File: src/rtl/stage_sequencer.sv
// Multi-cycle fetch/decode/exec/mem/write sequencer with a per-stage watchdog that parks the core in ERROR.
// Optional SEQ_PERF_COUNTERS_EN adds busy-cycle and retired-instruction counters.
module stage_sequencer #(
  parameter int TIMEOUT_CYCLES = 1024,
  parameter int TO_W           = 11
) (
  input  logic        clk,
  input  logic        rstn,
  input  logic        run,
  output logic        fetch_enabled,
  input  logic        fetch_completed,
  output logic        decode_enabled,
  input  logic        decode_completed,
  output logic        exec_enabled,
  input  logic        exec_completed,
  output logic        mem_enabled,
  input  logic        mem_completed,
  output logic        write_enabled,
  input  logic        write_completed,
  input  logic        is_load,
  input  logic        is_store,
  output logic        busy,
  output logic        instr_retired,
  output logic [2:0]  stage,
  output logic        timeout_err
`ifdef SEQ_PERF_COUNTERS_EN
  ,
  output logic [31:0] cycle_count,
  output logic [31:0] retired_count
`endif
);

  typedef enum logic [3:0] {
    IDLE, F_ISS, F_WT, D_ISS, D_WT, E_ISS, E_WT, M_ISS, M_WT, W_ISS, W_WT, ERROR
  } state_t;

  localparam logic [TO_W-1:0] TO_LAST = TO_W'((TIMEOUT_CYCLES > 0) ? TIMEOUT_CYCLES - 1 : 0);

  state_t            state_q, state_d;
  logic [TO_W-1:0]   wd_cnt;
  logic              wd_trip;
  logic              in_wait;
  logic              mem_needed;

  assign in_wait = state_q inside {F_WT, D_WT, E_WT, M_WT, W_WT};
  // wd_cnt holds (wait cycles so far - 1), so this flags the last allowed wait cycle
  assign wd_trip = (TIMEOUT_CYCLES != 0) && (wd_cnt == TO_LAST);

  always_ff @(posedge clk or negedge rstn) begin
    if (!rstn) begin
      state_q     <= IDLE;
      wd_cnt      <= '0;
      mem_needed  <= 1'b0;
      timeout_err <= 1'b0;
    end else begin
      state_q <= state_d;
      if (in_wait) wd_cnt <= wd_cnt + 1'b1;
      else         wd_cnt <= '0;
      if (state_q == D_WT && decode_completed) mem_needed <= is_load | is_store;
      if (state_d == ERROR) timeout_err <= 1'b1;
    end
  end

  always_comb begin
    state_d = state_q;
    case (state_q)
      IDLE:  if (run) state_d = F_ISS;
      F_ISS: state_d = F_WT;
      F_WT:  if (fetch_completed) state_d = D_ISS;
             else if (wd_trip)    state_d = ERROR;
      D_ISS: state_d = D_WT;
      D_WT:  if (decode_completed) state_d = E_ISS;
             else if (wd_trip)     state_d = ERROR;
      E_ISS: state_d = E_WT;
      E_WT:  if (exec_completed) state_d = mem_needed ? M_ISS : W_ISS;
             else if (wd_trip)   state_d = ERROR;
      M_ISS: state_d = M_WT;
      M_WT:  if (mem_completed) state_d = W_ISS;
             else if (wd_trip)  state_d = ERROR;
      W_ISS: state_d = W_WT;
      W_WT:  if (write_completed) state_d = run ? F_ISS : IDLE;
             else if (wd_trip)    state_d = ERROR;
      ERROR: state_d = ERROR;
      default: state_d = IDLE;
    endcase
  end

  assign fetch_enabled  = (state_q == F_ISS);
  assign decode_enabled = (state_q == D_ISS);
  assign exec_enabled   = (state_q == E_ISS);
  assign mem_enabled    = (state_q == M_ISS);
  assign write_enabled  = (state_q == W_ISS);
  assign busy           = (state_q != IDLE) && (state_q != ERROR);
  assign instr_retired  = (state_q == W_WT) && write_completed;

  always_comb begin
    stage = 3'd0;
    case (state_q)
      F_ISS, F_WT: stage = 3'd1;
      D_ISS, D_WT: stage = 3'd2;
      E_ISS, E_WT: stage = 3'd3;
      M_ISS, M_WT: stage = 3'd4;
      W_ISS, W_WT: stage = 3'd5;
      ERROR:       stage = 3'd7;
      default:     stage = 3'd0;
    endcase
  end

`ifdef SEQ_PERF_COUNTERS_EN
  always_ff @(posedge clk or negedge rstn) begin
    if (!rstn) begin
      cycle_count   <= '0;
      retired_count <= '0;
    end else begin
      if (busy)          cycle_count   <= cycle_count + 32'd1;
      if (instr_retired) retired_count <= retired_count + 32'd1;
    end
  end
`endif

endmodule

File: config.mk
export PLATFORM = sky130hd
export DESIGN_NAME = stage_sequencer
export DESIGN_NICKNAME = d
export VERILOG_FILES = /design/src/rtl/stage_sequencer.sv
export SDC_FILE = /design/constraint.sdc
export NUM_CORES = 1
export LEC_CHECK = 0
export CORE_UTILIZATION = 47
export DETAILED_ROUTE_END_ITERATION = 12
export PLACE_DENSITY = 0.74
export SKIP_CTS_REPAIR_TIMING = 1
export SYNTH_ARGS = -nofsm -noshare
export SYNTH_HDL_FRONTEND = slang
export SYNTH_SLANG_ARGS = --single-unit
File: constraint.sdc
create_clock -name clk -period 1.9 [get_ports clk]
set_input_delay 0.38 -clock clk [delete_from_list [all_inputs] [get_ports clk]]
set_output_delay 0.38 -clock clk [all_outputs]
set_load 0.01 [all_outputs]
Word-level counts from Yosys, hierarchy flattened --
Memories as Yosys holds them, arrays and structs flattened. Cells that the tools add are included. W data, S select, Z words.
Word-level totals: flip-flop bits (word level) 17, ROM bits 48, input bits 10, output and inout port bits 11, word-level logic and storage cells 38, memories kept 1
Memory list:
- (no name shown) | words 16, bits a word 3, rd ports 1, clocked after Yosys merged registers in 0, wr ports 0, line 98 | case (state_q)
Cells by class: add/subtract/negate cells 1, equality and inequality tests 14, muxes and demuxes 11, bitwise logic cells 1, reductions and logical operators 6
Operators with widths (count):
- $pmux W4 S12 | 1
- $mux W4 | 8
- $eq A4 B4 Y1 const B | 5
- $eq A4 B3 Y1 const B | 4
- $add A11 B1 Y11 const B | 1
- $eq A11 B10 Y1 const B | 1
- $mux W11 | 1
- $eq A4 B2 Y1 const B | 2
- $reduce_bool A5 Y1 | 1
- $eq A4 B1 Y1 const B | 1
- $logic_not A4 Y1 | 1
- $ne A4 B4 Y1 const B | 1
- $reduce_bool A4 Y1 | 1
- $logic_and A1 B1 Y1 | 3
- $mux W1 | 1
- $or A1 B1 Y1 | 1

Depth between registers and ports, before layout --
depth in word-level cells 5, depth in mapped cells 8, mapped depth without buffers 7

Worst setup path after synthesis --
No wires, ideal clock.
path kind register to register, from register state_q[0], to register timeout_err, setup time 0.120 ns, arrival time 1.925 ns, data required time 1.780 ns, slack -0.145 ns, cell stages (with the launch flop) 9, path buffers 1, clock period less this slack 2.045 ns, path through dfrtp_1 -> inv_1 -> ha_1 -> clkbuf_1 -> inv_2 -> a21oi_1 -> o32a_1 -> or3b_4 -> a41o_1
On the way: elaborated cells on any way between the ends 21, those cells by class 12 x eq/ne; 8 x mux; 1 x reduce/logical
RTL lines:
- start: declaration | line 39 | state_t state_q, state_d;
- start signal: assignment | line 56 | state_q <= state_d;
- $eq A4 B4 Y1 (tied with other cells) | line 66 | case (state_q)
- $pmux W4 S12 (*) | line 66
- via state_d[3] | line 39
- $eq A4 B4 Y1 (*) | line 60 | if (state_d == ERROR) timeout_err <= 1'b1;
- end signal: assignment | line 54 | timeout_err <= 1'b0;
- end signal: assignment | line 60
- end: declaration | line 25 | output logic timeout_err
The timed path passes the listed nets; every way through them passes the cells marked *. A chain may end at the register's enable or synchronous reset.

Worst setup path after layout --
from register state_q[0], to output port stage[2]
On the way: word-level cells in the longest chain between the ends 1
Ends and longest elaborated chain:
- $mem_v2 Z16 W3
- end: declaration | line 24 | output logic [2:0] stage,
Every way passes these cells.

==> flow_summary.ini <==
[outcome]
status = complete, but fails checks
violations = negative setup slack

[synth]
synthDistinctLibCells = 42
synth_seq_area_share = 0.360
synth_cells = 141
synth_edf_count = 0
synthFlopType = dfrtp_1
syn_area_per_cell_um2 = 8.38
synth_common_cells = nor2_1, dfrtp_1, a21oi_1, inv_1, nand2_1
syn_nets = 158
ys_ff_latch = 17
syn_area_mm2 = 0.00118
yosysTopAreaCellShare = 0.360
synthArstFlopShare = 1.00
synth_most_common_cell = nor2_1
yosysTopAreaCell = dfrtp_1
ys_warn_count = 0
synthTopCellsByArea = dfrtp_1, ha_1, nor2_1

[timing]
period_share = 1.04
max_freq_mhz = 508
fin_tns_setup_ps = -114
post-route-min-period_ps = 1970
setup_violations = 2
finalClockSkew_ps = 5.30
hold_violations = 0
holdWs_ps = 391
drv_slew = 0
worst_pin_slew_ps = 361
rsz0062_at_grt = true
layout_setup_ws_ps = -70.2
relSlewSlack = 0.759

[cts]
clk_pin_slew_ps = 100
cts_root_buf = clkbuf_4
htree_levels = 1
numCtsBuffers = 3
clock_sinks = 17
clkLatencyLatePin_ps = 290
cts_tree = built
cts_buffer_depth = 2

[critical_path]
cp-end-kind = output port
cp_max_fo = 4
worstSetupPathType = flip-flop to output port
setup.worst_path.start_class = flip-flop
crit_required_ps = 1520
cp.arrival_ps = 1590

[placement]
io_buffers = 20
hpwl_mm = 2.36
routabilityCongestion = 0.887
placed_cell_area_mm2 = 0.00161

[global_route]
grt-ovfl-total = 0
grt_usage = 0.259
antenna_found_initial = 0
grt_max_degree = 18
grt_pass1_wl_mm = 5.10
grt_pass1_vias = 1167

[worst_hold_path]
worst_hold_path_type = input pin to asynchronous set/reset pin

[power_and_ir_drop]
ir_worst_vdd_mv = 0.450
p_per_area_mw_per_mm2 = 344
p_leak_nw = 0.875

[flow_run]
drv_cap = 0

[floorplanning]
initial_utilization = 0.514
die_h_um = 52.1
chipWidth_um = 52.1
die_area_mm2 = 0.00272
rows = 17
ios = 21
core_mm2 = 0.00230

[layout]
diodes = 0
post-route-util = 0.755
nNetsFinal = 211
design_area_mm2 = 0.00173
drive_gt1_frac = 0.321
syn2layout_area_growth_pct = 46.8

[routing]
first_pass_iters = 4
drc = 0
wl_mm = 3.32
drt-vias-per-instance = 5.58
vias = 1234
drtAntennaViolNets = 0
routedWlPerCell_um = 15.0
drt_first_iter_violations = 33
-- worst max-delay path, stage by stage (launching register included) --
cell and delay [ps]:
dfrtp_1 420, ha_1 200, inv_1 80, buf_4 150, o21ai_0 260, clkbuf_2 200
-- cell families (layout without fill, tap and decap cells) --
family / after synthesis / after routing / share of synthesized area
xor gates and xnor gates: 6 / 6 / 0.0445
AOI/OAI and AO/OA: 35 / 35 / 0.198
adders and majority gates: 7 / 7 / 0.0741
DFF: 17 / 17 / 0.360
buffers and inverters: 17 / 69 / 0.0614
and+or+nand+nor: 59 / 59 / 0.262
-- metrics by stage --
| stage | total power, mW | setup slack [ps] | instances |
|---|---|---|---|
| final | 0.596 | -70.2 | 221 |
| after global routing | 0.623 | -133 | 221 |
| after CTS | 0.597 | -373 | 215 |
| after detailed placement | 0.411 | -197 | 211 |
| after global placement | 0.411 | -172 | 211 |
| after floorplan | 0.374 | -18.2 | 141 |
-- routing by layer --
| metal | track usage | part of all wire |
|---|---|---|
| met1 | 0.309 | 0.42 |
| met2 | 0.470 | 0.53 |
| met3 | 0.0175 | 0.032 |
| met4 | 0.118 | 0.023 |
| met5 | 0 | 0 |
-- final timing paths --
| path | from | end | slack (ps) | depth (start not counted) |
|---|---|---|---|---|
| min in group clk | timeout_err$_DFFE_PN0N_ | timeout_err$_DFFE_PN0N_ | 480 | 1 |
| hold reg to reg | timeout_err$_DFFE_PN0N_ | timeout_err$_DFFE_PN0N_ | 480 | 1 |
| setup reg to reg | state_q[1]$_DFF_PN0_ | timeout_err$_DFFE_PN0N_ | -40 | 7 |
| hold / removal | rstn | wd_cnt[5]$_DFF_PN0_ | 390 | 2 |
| max in group asynchronous | rstn | mem_needed$_DFFE_PN0P_ | 1320 | 2 |
| setup / recovery | state_q[0]$_DFF_PN0_ | stage[2] | -70 | 5 |
-- registers in the layout, indices dropped and copies added, names as in the netlist --
signal / count
wd_cnt: 11
mem_needed: 1
state_q: 4
timeout_err: 1
-- placed cells by master, fill, tap and decap left out, types with 4 or more instances in the layout --
cell type / netlist / layout
a21oi_1: 9 / 9
buf_4: 0 / 34
clkbuf_2: 0 / 4
clkdlybuf4s50_1: 0 / 10
dfrtp_1: 17 / 17
dlymetal6s2s_1: 0 / 6
ha_1: 7 / 4
inv_1: 9 / 6
nand2_1: 9 / 8
nand3_1: 8 / 8
nor2_1: 21 / 21
o21ai_0: 5 / 5
xnor2_1: 4 / 4
-- where the power goes --
| group | switching (mW) | internal, mW |
|---|---|---|
| Combinational | 0.0176 | 0.0262 |
| Sequential | 0 | 0.362 |
| Clock | 0.112 | 0.0784 |
| Total | 0.130 | 0.466 |
-- final cells by class --
cell class / count / area [µm²]
clock buffers: 3 / 22.5
fillers: 164 / 563
repair buffers: 55 / 462
clock inverters: 1 / 5.00
inverters: 10 / 40.0
multi-input cells: 107 / 744
well taps: 28 / 35.0
flip-flops and latches: 17 / 425
(Power assumes the default switching activity.)
